File: config.mk
export PLATFORM = sky130hd
export DESIGN_NAME = rw_reg_bank
export DESIGN_NICKNAME = d
export VERILOG_FILES = /design/src/rtl/rw_reg_bank.sv
export SDC_FILE = /design/constraint.sdc
export NUM_CORES = 1
export LEC_CHECK = 0
export ABC_AREA = 1
export ABC_CLOCK_PERIOD_IN_PS = 3050
export CAP_MARGIN = 20
export CORE_MARGIN = 8
export CORE_UTILIZATION = 35
export DETAILED_ROUTE_END_ITERATION = 10
export HOLD_SLACK_MARGIN = 0.03
export PLACE_DENSITY = 0.7
export SETUP_SLACK_MARGIN = 0.5
export SLEW_MARGIN = 10
export SYNTH_ARGS = -nofsm -noshare
export SYNTH_HDL_FRONTEND = slang
export SYNTH_SLANG_ARGS = --single-unit
File: constraint.sdc
create_clock -name CLK -period 3.05 [get_ports CLK]
set_input_delay 0.305 -clock CLK [delete_from_list [all_inputs] [get_ports CLK]]
set_output_delay 0.305 -clock CLK [all_outputs]
set_load 0.005 [all_outputs]
File: src/rtl/rw_reg_bank.sv
// rw_reg_bank -- parametrised bank of software-accessible registers.
//
// Each register has its own access mode: RW, RO (hardware-driven), or
// W1C (sticky status). Writes use byte-lane strobes. The read port is
// registered. The bank also reports write events and invalid accesses.
//
// Parameters
//   DATA_WIDTH    register width, multiple of 8
//   NUM_REGS      implemented registers, 1..2**ADDR_WIDTH
//   ADDR_WIDTH    address width; addresses >= NUM_REGS are unmapped
//   REG_MODES     2 bits per register: 0 RW, 1 RO, 2 W1C, 3 reserved (RO)
//   RESET_VALUES  per-register reset value, register i at slice i
//
// Ports
//   CLK, RST          rising-edge clock, async active-high reset
//   WEN/WADDR/WDATA/WSTRB  write request
//   REN/RADDR         read request
//   RDATA/RVALID/RERR read response, one cycle after the request
//   WERR              pulse on a write to an unmapped or RO register
//   WR_PULSE          per-register pulse on an accepted write
//   HW_IN             RO value source / W1C per-bit set requests
//   VALUE_OUT         current register contents

// Single register with its update rule fixed by MODE.
module rw_reg_cell #(
  parameter int              DW      = 16,
  parameter logic [1:0]      MODE    = 2'd0,
  parameter logic [DW-1:0]   RST_VAL = '0
) (
  input  logic             CLK,
  input  logic             RST,
  input  logic             wr_sel,
  input  logic [DW-1:0]    wdata,
  input  logic [DW/8-1:0]  wstrb,
  input  logic [DW-1:0]    hw_in,
  output logic [DW-1:0]    value
);
  logic [DW-1:0] bmask, wbits, nxt;

  // Expand byte strobes to a bit mask.
  for (genvar j = 0; j < DW; j++) begin : g_mask
    assign bmask[j] = wstrb[j/8];
  end
  assign wbits = wdata & bmask;

  always_comb begin
    nxt = value;
    case (MODE)
      2'd0: if (wr_sel) nxt = (value & ~bmask) | wbits;
      // Clear first, then OR in hardware sets so a same-cycle set wins.
      2'd2: nxt = (value & ~(wr_sel ? wbits : '0)) | hw_in;
      default: nxt = hw_in;
    endcase
  end

  always_ff @(posedge CLK or posedge RST) begin
    if (RST) value <= RST_VAL;
    else     value <= nxt;
  end
endmodule

module rw_reg_bank #(
  parameter int                               DATA_WIDTH   = 16,
  parameter int                               NUM_REGS     = 4,
  parameter int                               ADDR_WIDTH   = 3,
  parameter logic [2*NUM_REGS-1:0]            REG_MODES    = '0,
  parameter logic [NUM_REGS*DATA_WIDTH-1:0]   RESET_VALUES = '0
) (
  input  logic                            CLK,
  input  logic                            RST,
  input  logic                            WEN,
  input  logic [ADDR_WIDTH-1:0]           WADDR,
  input  logic [DATA_WIDTH-1:0]           WDATA,
  input  logic [DATA_WIDTH/8-1:0]         WSTRB,
  input  logic                            REN,
  input  logic [ADDR_WIDTH-1:0]           RADDR,
  output logic [DATA_WIDTH-1:0]           RDATA,
  output logic                            RVALID,
  output logic                            RERR,
  output logic                            WERR,
  output logic [NUM_REGS-1:0]             WR_PULSE,
  input  logic [NUM_REGS*DATA_WIDTH-1:0]  HW_IN,
  output logic [NUM_REGS*DATA_WIDTH-1:0]  VALUE_OUT
);
  logic [NUM_REGS-1:0][DATA_WIDTH-1:0] regs;
  logic [NUM_REGS-1:0]                 reg_wr_ok;
  logic [NUM_REGS-1:0]                 wr_sel;
  logic                                werr_d;
  logic                                rd_hit;
  logic [DATA_WIDTH-1:0]               rd_val;

  for (genvar i = 0; i < NUM_REGS; i++) begin : g_reg
    localparam logic [1:0] MODE = REG_MODES[2*i +: 2];

    // Only RW and W1C registers accept software writes.
    assign reg_wr_ok[i] = (MODE == 2'd0) || (MODE == 2'd2);

    rw_reg_cell #(
      .DW      (DATA_WIDTH),
      .MODE    (MODE),
      .RST_VAL (RESET_VALUES[i*DATA_WIDTH +: DATA_WIDTH])
    ) u_cell (
      .CLK    (CLK),
      .RST    (RST),
      .wr_sel (wr_sel[i]),
      .wdata  (WDATA),
      .wstrb  (WSTRB),
      .hw_in  (HW_IN[i*DATA_WIDTH +: DATA_WIDTH]),
      .value  (regs[i])
    );
  end

  assign VALUE_OUT = regs;

  // Address decode. An unmatched write address leaves werr_d = WEN,
  // so unmapped writes are flagged without an explicit range compare.
  always_comb begin
    werr_d = WEN;
    wr_sel = '0;
    rd_hit = 1'b0;
    rd_val = '0;
    for (int i = 0; i < NUM_REGS; i++) begin
      if (WADDR == ADDR_WIDTH'(i)) begin
        werr_d    = WEN && !reg_wr_ok[i];
        wr_sel[i] = WEN && reg_wr_ok[i] && (|WSTRB);
      end
      if (RADDR == ADDR_WIDTH'(i)) begin
        rd_hit = 1'b1;
        rd_val = regs[i];
      end
    end
  end

  // Read data samples the pre-edge contents, so a same-cycle write to the
  // same address returns the old value. RDATA holds when no read.
  always_ff @(posedge CLK or posedge RST) begin
    if (RST) begin
      RDATA    <= '0;
      RVALID   <= 1'b0;
      RERR     <= 1'b0;
      WERR     <= 1'b0;
      WR_PULSE <= '0;
    end else begin
      RVALID   <= REN;
      RERR     <= REN && !rd_hit;
      if (REN) RDATA <= rd_hit ? rd_val : '0;
      WERR     <= werr_d;
      WR_PULSE <= wr_sel;
    end
  end
endmodule

=== After elaboration in Yosys (flattened, before gate mapping) ===
Cells that the tools add are included.

* Output and inout bits: 87
* Input bits: 92
* Register bits after elaboration: 87

* Bitwise gates (word level): 10
* Equal/unequal tests: 6
* Muxes and demuxes: 17
* Reductions and logical operators: 6

{| class="wikitable"
|+ Operators with widths
! cell !! number
|-
| $and A16 B16 Y16 || 5
|-
| $mux W16 || 5
|-
| $or A16 B16 Y16 || 4
|-
| $not A16 Y16 || 1
|-
| $eq A3 B2 Y1 const B || 4
|-
| $mux W1 || 12
|-
| $eq A3 B1 Y1 const B || 2
|-
| $logic_not A3 Y1 || 2
|-
| $logic_and A1 B1 Y1 || 2
|-
| $reduce_or A2 Y1 || 1
|-
| $logic_not A1 Y1 || 1
|}

=== Logic depth before layout (Yosys ltp) ===
Gate-level depths: netlist (run 1).

* Depth in word-level cells: 7
* Mapped depth: 7
* Gate-level depth less buffers: 6

=== Hierarchy ===
From an unflattened synthesis (run 1), not the netlist that was laid out.

* Cells, all modules: 502
* Area, all modules: 4300.4 um^2

{| class="wikitable"
|+ By module, submodules not included
! module !! cells an instance !! instances !! seq. area each (um^2) !! area an instance (um^2)
|-
| rw_reg_cell || 71 || 4 || 400.4 || 700.7
|-
| rw_reg_bank || 218 || 1 || 575.6 || 1497.7
|}

=== Worst setup path before layout (run 1) ===
OpenSTA, ideal clock, no wires.

* Path type: input -> register
* Start point: input port RADDR[0]
* End point: register RDATA[0]
* Slack: 1.869 ns
* Arrival time: 1.115 ns
* Cell stages on the path: 7
* Library setup time: 0.066 ns
* Buffers on the path: 2
* Data required time: 2.984 ns
* Path through: buf_2 > nor2_1 > buf_2 > nand3_1 > nand4_1 > nand2_1 > nand2_1

* Cells in the longest elaborated chain, start to end: 6
* Elaborated cells between the ends (all ways): 13
* Those cells by class: eq/ne (3); mux (9); reduce/logical (1)

{| class="wikitable"
|+ Ends and longest elaborated chain
! what !! line !! text
|-
| from (decl) || 76 || <nowiki>input logic [ADDR_WIDTH-1:0] RADDR,</nowiki>
|-
| $logic_not A3 Y1 || 127 || <nowiki>if (RADDR == ADDR_WIDTH'(i)) begin</nowiki>
|-
| $mux W16 or $mux W1 (tied branches) (4 in series) || 127 ||
|-
| $mux W16 (*) || 146 || <nowiki>if (REN) RDATA <= rd_hit ? rd_val : '0;</nowiki>
|-
| to (signal assigned) || 146 ||
|-
| to (decl) || 77 || <nowiki>output logic [DATA_WIDTH-1:0] RDATA,</nowiki>
|}

Mark *: on every way between the ends. The rest lies on a longest branch, timed or not.
A chain may end at the register's enable or synchronous reset.

==> results.yml, run 1 <==
synthesis:
  avgSynthCellArea_um2: 8.69
  yosysTopAreaCellShare: 0.581
  netlist_instances: 431
  synth-warning-count: 0
  synth-seq-area-share: 0.581
  ys_seq_elements: 87
  mappedNetlistNets: 523
  synth_area_um2: 3750
  synth_area_leaders: "dfrtp_1 (58%), nand2_1 (13%), o21ai_0 (8.1%), nand4_1 (5.5%), nand3_1 (4.7%)"
  synth_top_area_cell: "dfrtp_1"
  synth.lib_cells_used.distinct: 16
setup_path:
  worst-endpoint-arrival_ns: 1.91
  critical_path.cell_chain: "clkdlybuf4s50_1 > o21ai_4 > nor2_2 > nand2_1 > nand2_1 > o21ai_0"
  critPathBufInv: 1
  cell_with_the_most_instances_on_the_worst_path: "nand2_1"
  critical-path-top-delay-family: "simple AND/OR/NAND/NOR gates"
  crit_path_start_kind: "primary input"
  crit_path_max_fanout: 16
  crit_required_ns: 3.26
  timing_worst_setup_path_type: "in2reg"
  slowest_stage: "clkdlybuf4s50_1"
  timing.critical_path.slowest_cell_delay_ns: 0.65
  crit_path_end_kind: "register"
drt:
  ant_nets: 0
  met3WireLength_um: 664
  mean_number_of_vias_per_cell: 4.95
  detail_route.wirelength_um: 11300
  routed_wire_length_per_instance_um: 16.6
  wirelength_met1_um: 5110
  drcViolationCount: 0
  detailroute.via_count: 3374
  initialDrtViolationCount: 406
  dr.pass1.iters: 5
  highest_layer: "met4"
  routed-wl-met2_um: 5310
floorplanning:
  rows: 37
  starting_density_of_the_core: 0.361
  floorplan.die_area_um2: 14300
  fp.dieW_um: 119
  core_region_area_um2: 10400
  die_height_um: 119
  pin_count: 179
global_route:
  gr-usage-all-layers: 0.161
  grt_pass1_vias: 3351
  number_of_antenna_violations_at_the_first_check_in_global_routing: 0
  wire_length_of_the_first_global_routing_pass_um: 18500
  grt_overflow_total: 0
  grt_max_degree: 64
power_and_ir_drop:
  max_ir_drop_vdd_mv: 0.203
  power_frac_comb: 0.253
  power.leakage_nw: 2.40
  clock_power_share: 0.255
  post-layout-total-power_mw: 3.13
  net-switching-power_mw: 0.922
  power.internal_mw: 2.21
  seq_power_share: 0.491
  power_switching_share: 0.295
  power_density_nw_per_um2: 602
sta:
  finalSetupTns_ns: 0
  fmax_ghz: 0.589
  finalCritPeriodShare: 0.557
  worst_slew_margin_rel: 0.639
  report.final.slew_viol_count: 0
  timing.final.crit_period_ns: 1.70
  setup_viol: 0
  finalHoldWorstSlack_ns: 0.342
  setup_repair_after_global_routing_missed_its_margin: "no"
  tightestPinTransition_ns: 0.540
  clock-skew-final_ns: 0.00703
  timing_hold_violations_final: 0
clock_tree:
  worst_setup_hold_path_clk_slew_ns: 0.09
  cts_buffer_depth: 2
  insertion_delay_ns: 0.35
  cts_inserted_buffers: 9
  h_tree_depth: 3
  cts_resized: 0
  tritoncts: "done"
  clock-sinks: 87
  cts_post_setup_buffers_inserted: 0
  clk_root_buffer_cell: "clkbuf_8"
  cts_hold_repair.buffers: 0
place:
  post_dp_cell_area_um2: 5000
  dp_hpwl_um: 8700
  place.gp.congestion: 0.878
  portBuffers: 114
cells_and_area:
  antenna-diode-count: 0
  postLayoutCoreUtil: 0.501
  most-common-layout-cells: "nand2_1 (125), clkdlybuf4s50_1 (114), dfrtp_1 (87), o21ai_0 (61), nand3_1 (35)"
  final_nets: 632
  layout_commonest_cell: "nand2_1"
  final_layout_size_suffix_gt1_frac: 0.0532
  synthToLayoutAreaGrowth_pct: 38.7
  layout.filler_cells: 993
  multi_input_gate_area_in_the_final_layout_um2: 1350
  register_area_um2: 2180
  finalInstanceArea_um2: 5200
run:
  cap_viol_max_count: 0
status:
  outcome: "finished, final reports clean"
hold_path:
  timing.hold.worst.class: "in2async"
==> worst paths after layout <==
| path | start | to | slack [ns] | cells after the start |
|---|---|---|---|---|
| hold reg to reg | RDATA[8] | RDATA[8] | 0.48 | 2 |
| max in group asynchronous | RST | async pin | 2.01 | 3 |
| setup reg to reg | register | RDATA[9] | 2.12 | 4 |
| setup / recovery | WSTRB[0] | register | 1.35 | 6 |
| hold / removal | RST | async pin | 0.34 | 2 |
| min in group CLK | RDATA[8] | RDATA[8] | 0.48 | 2 |
==> layout make-up <==
type / instances / share of cell area
Clock buffer: 10 / 0.0246
Clock inverter: 6 / 0.0132
Inverter: 24 / 0.0181
Multi-Input combinational cell: 296 / 0.259
Sequential cell: 87 / 0.419
Tap cell: 136 / 0.0327
Timing Repair Buffer: 122 / 0.234
==> routing by layer <==
layer | global-route usage | up-vias
met2 | 0.252 | 133
met4 | 0.0593 | 0
li1 | - | 1644
met5 | 0 | -
met1 | 0.216 | 1582
met3 | 0.0326 | 15
==> through the flow <==
step,setup WS [ns],std cells
final,1.35,681
after global routing,1.22,681
after CTS,1.37,681
after detailed placement,1.00,665
after global placement,1.08,665
after floorplan,1.74,431
==> kinds of logic after synthesis <==
kind of cell | after synthesis | share of synthesized area
AND/OR/NAND/NOR | 231 | 0.269
flip-flops | 87 | 0.581
AO/OA/AOI/OAI | 65 | 0.0898
buffers and inverters | 48 | 0.0604
==> cells in the mapped netlist <==
cell	number
nand2_1	125
dfrtp_1	87
o21ai_0	61
nand3_1	35
nor2_1	34
nand4_1	33
inv_1	23
buf_2	13
clkbuf_1	7
buf_6	4
o21ai_1	3
nor2_2	2
clkinv_1	1
nor2_4	1
nor3_1	1
o21ai_4	1
==> worst reg2reg max path, delay by kind of cell, from the launching register on <==
kind	cells	cell delay (ns)
flip-flops	1	0.43
AND/OR/NAND/NOR	4	0.41
==> power groups by stage <==
stage | Sequential, mW | Clock [mW] | Combinational, mW
3_3_place_gp | 1.55 | 0 | 0.786
2_1_floorplan | 1.53 | 0 | 0.242
4_1_cts | 1.53 | 0.819 | 0.807
3_5_place_dp | 1.55 | 0 | 0.805
6_report | 1.54 | 0.799 | 0.792
5_1_grt | 1.56 | 0.865 | 0.873
Note: power is estimated with default switching activity, not from simulation.
==> run 2: changes to the inputs <==
- ABC_CLOCK_PERIOD_IN_PS: 3050 -> 1600
- clock period: 3.05 -> 1.6 ns (I/O delays scaled with it)
==> run 2 against run 1 <==
- global-route usage is 2.2 points higher
- total power increased by 110%
- sequential power increased by 84%
- count of clock-buffer cells in the layout unchanged
- largest cell class unchanged
==> results.yml, run 2 (same netlist as run 1, synthesis figures left out) <==
status:
  outcome: "finished, final reports clean"
setup_path:
  reg2reg_setup_slack_ns: 0.54
  critical-path-top-delay-family: "flip-flops"
  critPathBufInv: 1
  timing_worst_setup_path_type: "reg2out"
  crit_path_end_kind: "output pin"
  slowest_stage: "dfrtp_1"
  worst-endpoint-arrival_ns: 0.92
  crit_path_start_kind: "register"
  reg2reg_to: "RDATA[15]"
  crit_path_max_fanout: 2
  crit_required_ns: 1.44
  timing.critical_path.slowest_cell_delay_ns: 0.42
  critical_path.cell_chain: "buf_2"
  reg2reg_depth: 5
drt:
  ant_nets: 0
  detail_route.wirelength_um: 13000
  mean_number_of_vias_per_cell: 5.03
  detailroute.via_count: 3852
  dr.pass1.iters: 8
  initialDrtViolationCount: 389
  routed_wire_length_per_instance_um: 16.9
  drcViolationCount: 0
power_and_ir_drop:
  net-switching-power_mw: 1.93
  power_switching_share: 0.294
  power.internal_mw: 4.62
  power_frac_comb: 0.277
  power_density_nw_per_um2: 1170
  post-layout-total-power_mw: 6.55
  power.leakage_nw: 3.03
  max_ir_drop_vdd_mv: 0.558
  seq_power_share: 0.433
  clock_power_share: 0.290
run:
  cap_viol_max_count: 0
global_route:
  grt_overflow_total: 0
  grt_max_degree: 88
  number_of_antenna_violations_at_the_first_check_in_global_routing: 0
  wire_length_of_the_first_global_routing_pass_um: 20800
  gr-usage-all-layers: 0.183
  grt_pass1_vias: 3907
sta:
  final.setup.worst_slack_ns: 0.515
  fmax_ghz: 0.922
  timing.final.crit_period_ns: 1.08
  worst_slew_margin_rel: 0.680
  tightestPinTransition_ns: 0.480
  finalHoldWorstSlack_ns: 0.216
  finalCritPeriodShare: 0.678
  setup_repair_after_global_routing_missed_its_margin: "yes"
  finalSetupTns_ns: 0
  report.final.slew_viol_count: 0
  timing_hold_violations_final: 0
  clock-skew-final_ns: 0.00795
  setup_viol: 0
hold_path:
  hold_start: "WEN"
  timing.hold.worst.class: "in2reg"
  hold_depth: 3
  hold_path_end: "WERR"
cells_and_area:
  most-common-layout-cells: "nand2_1 (124), dfrtp_1 (87), buf_2 (83), buf_4 (79), o21ai_0 (60)"
  finalInstanceArea_um2: 5600
  multi_input_gate_area_in_the_final_layout_um2: 1390
  layout_commonest_cell: "nand2_1"
  layout.filler_cells: 945
  final_nets: 717
  synthToLayoutAreaGrowth_pct: 49.4
  antenna-diode-count: 0
  register_area_um2: 2180
  final_layout_size_suffix_gt1_frac: 0.329
place:
  dp_hpwl_um: 8700
  place.gp.congestion: 0.907
  place_ws_ns: -0.0220
  portBuffers: 114
  post_dp_cell_area_um2: 5140
clock_tree:
  clk_root_buffer_cell: "clkbuf_8"
  cts_inserted_buffers: 9
  cts_hold_repair.buffers: 0
  insertion_delay_ns: 0.36
  worst_setup_hold_path_clk_slew_ns: 0.09
  h_tree_depth: 3
  clock-sinks: 87
  tritoncts: "done"
  cts_buffer_depth: 2
floorplanning:
  floorplan.die_area_um2: 14300
  starting_density_of_the_core: 0.361
  rows: 37
  fp.dieW_um: 119
  core_region_area_um2: 10400
  pin_count: 179
  die_height_um: 119
run 2: changes by cell type in the layout (fill, tap and decap cells not counted), sizes merged:
cell | before | now
buf | 8 | 175
clkdlybuf4s50 | 114 | 18
dlygate4sd2 | 0 | 9
clkbuf | 10 | 15
bufinv | 1 | 3
clkinvlp | 2 | 1
inv | 24 | 23
run 2: worst max path at each step:
stage	startpoint	end	slack [ns]	cells after the start
6_report	register	VALUE_OUT[22]	0.52	1
5_1_grt	register	RDATA[15]	0.44	5
4_1_cts	register	VALUE_OUT[21]	0.36	1
3_5_place_dp	WSTRB[0]	register	-0.02	5
3_3_place_gp	WSTRB[0]	register	0.02	5
2_1_floorplan	RST	RDATA[0]	0.43	1
run 2: stage by stage:
step,std cells,util
6_report,766,0.540
5_1_grt,766,0.540
4_1_cts,763,0.540
3_5_place_dp,678,0.495
3_3_place_gp,678,0.495
2_1_floorplan,431,-
run 2: layout make-up:
class                      instances  area share
clock buffer                      10      0.0246
clock inverter                     6      0.0208
inverter                          24      0.0170
multi-input combinational        296       0.248
sequential                        87       0.389
tap                              136      0.0304
timing repair buffer             207       0.271
run 2: repair_timing:
| item | in CTS | in global routing |
|---|---|---|
| hold endpoints to repair | 0 | 0 |
| gates resized for setup | 362 | 9 |
| pin swaps | 8 | 6 |
| buffers inserted | 66 | 3 |
| setup endpoints to repair | 164 | 24 |
| cloned | 3 | 0 |
run 2: per-layer routing:
metal | part of all wire | global-route usage
met1 | 0.43 | 0.233
met2 | 0.48 | 0.298
met3 | 0.062 | 0.0340
met4 | 0.032 | 0.0827
met5 | 0 | 0
run 2: power by group through the flow:
stage | combinational [mW] | sequential, mW | clock, mW
2_1_floorplan | 0.462 | 2.91 | 0
3_3_place_gp | 1.52 | 2.95 | 0
3_5_place_dp | 1.55 | 2.96 | 0
4_1_cts | 1.79 | 2.82 | 1.92
5_1_grt | 1.99 | 2.87 | 2.00
6_report | 1.82 | 2.83 | 1.90
run 2: worst register-to-register path: cells and delay by family, from the launching register on:
family	cells	cell delay, ns
flops	1	0.41
simple gates	4	0.40
buf+inv	1	0.15
==> run 3: changes to the inputs <==
- ABC_CLOCK_PERIOD_IN_PS: 1600 -> 1100
- clock period: 1.6 -> 1.1 ns (I/O delays scaled with it)
==> run 3 against run 2 <==
- the flow now finishes with violations (negative setup slack)
- sequential power increased by 50%
- total power increased by 70%
- clock skew about the same
- cell count up 5.5%
- global-route usage increased by 4.1 points
- final area rose by 24%
- hold slack lost 0.22 ns
- clock power up 43%
- non-clock buffer count increased by 37
- count of clock-buffer cells in the layout unchanged
- via count is 18% higher
==> results.yml, run 3 (same netlist as run 1, synthesis figures left out) <==
status:
  violated_checks: "negative setup slack"
  outcome: "finished with violations"
cells_and_area:
  most-common-layout-cells: "buf_6 (92), dfrtp_1 (87), buf_2 (86), nand2_1 (60), nand2_2 (56)"
  layout_commonest_cell: "buf_6"
  final_layout_size_suffix_gt1_frac: 0.560
  synthToLayoutAreaGrowth_pct: 85.1
  final_nets: 761
  finalInstanceArea_um2: 6940
  postLayoutCoreUtil: 0.669
  final-instance-count-excl-fill: 808
  antenna-diode-count: 0
hold_path:
  timing.hold.worst.class: "in2reg"
sta:
  tightestPinTransition_ns: 0.457
  finalHoldWorstSlack_ns: 0.000179
  setup_viol: 2
  finalCritPeriodShare: 1.04
  timing_hold_violations_final: 0
  final.setup.worst_slack_ns: -0.0429
  finalSetupTns_ns: -0.0442
  worst_slew_margin_rel: 0.695
  report.final.slew_viol_count: 0
  fmax_ghz: 0.875
  setup_repair_after_global_routing_missed_its_margin: "yes"
  clock-skew-final_ns: 0.00764
  timing.final.crit_period_ns: 1.14
drt:
  ant_nets: 0
  drcViolationCount: 0
  mean_number_of_vias_per_cell: 5.63
  detail_route.wirelength_um: 17900
  detailroute.via_count: 4551
  routed_wire_length_per_instance_um: 22.1
  dr.pass1.iters: 5
  initialDrtViolationCount: 491
power_and_ir_drop:
  post-layout-total-power_mw: 11.1
  power.leakage_nw: 3.48
  max_ir_drop_vdd_mv: 0.607
  power_density_nw_per_um2: 1600
global_route:
  grt_pass1_vias: 4547
  number_of_antenna_violations_at_the_first_check_in_global_routing: 0
  wire_length_of_the_first_global_routing_pass_um: 25300
  gr-usage-all-layers: 0.224
  grt_max_degree: 33
  grt_overflow_total: 0
place:
  portBuffers: 114
  place_ws_ns: -0.479
  post_dp_cell_area_um2: 5460
  place.gp.congestion: 0.924
  place_inst: 691
  dp_hpwl_um: 9460
setup_path:
  slowest_stage: "dfrtp_1"
  crit_required_ns: 1.35
  critical-path-top-delay-family: "flip-flops"
  critical_path.cell_chain: "buf_6 > nand4_1 > nand4_1 > nand2_1 > nand2_1"
  worst-endpoint-arrival_ns: 1.40
  timing_worst_setup_path_type: "reg2reg"
  timing.critical_path.slowest_cell_delay_ns: 0.46
  crit_path_max_fanout: 2
  crit_path_start_kind: "register"
  critPathBufInv: 1
  crit_path_end_kind: "register"
floorplanning:
  floorplan.die_area_um2: 14300
  fp.dieW_um: 119
  core_region_area_um2: 10400
  die_height_um: 119
  starting_density_of_the_core: 0.361
  pin_count: 179
  rows: 37
clock_tree:
  worst_setup_hold_path_clk_slew_ns: 0.09
  h_tree_depth: 3
  clk_root_buffer_cell: "clkbuf_8"
  cts_inserted_buffers: 9
  insertion_delay_ns: 0.36
  clock-sinks: 87
  tritoncts: "done"
  cts_buffer_depth: 2
run:
  cap_viol_max_count: 0
## run 3: worst paths after layout
kind	start	endpoint	slack [ns]	cells after the start
max reg2reg	register	RDATA[7]	-0.04	5
min	WADDR[2]	WR_PULSE[3]	0.0002	3
max	register	RDATA[7]	-0.04	5
min reg2reg	RDATA[2]	RDATA[2]	0.48	2
min in group asynchronous	RST	async pin	0.04	2
max in group asynchronous	RST	async pin	0.63	3
## run 3: area by class of cell
class,instances,area [um2]
fillers,745,3430
repair buffers,244,2270
flip-flops and latches,87,2180
multi-input cells,303,1970
well taps,136,170
clock buffers,10,138
inverters,24,114
clock inverters,4,95.1
## run 3: timing repair
item / 4_1_cts / 5_1_grt
gates resized for setup: 495 / 98
setup buffers: 82 / 9
gates cloned: 11 / 1
endpoints found under the hold margin: 1 / 2
pin swaps: 41 / 30
endpoints found under the setup margin: 171 / 167
## run 3: worst reg2reg max path, delay by kind of cell (launching register included)
kind | cells | cell delay, ns
flops | 1 | 0.46
buf+inv | 1 | 0.15
simple gates | 4 | 0.42
## run 3: report_power, final
| part | leakage (nW) | switching [mW] | internal (mW) |
|---|---|---|---|
| Clock | 0.118 | 1.18 | 1.54 |
| Sequential | 1.13 | 0.504 | 3.75 |
| Combinational | 2.24 | 1.87 | 2.27 |
## run 3: layer usage
metal	wire length [um]	GRT usage
met5	0	0
met4	943	0.105
met3	1710	0.0638
met2	8720	0.369
met1	6500	0.267
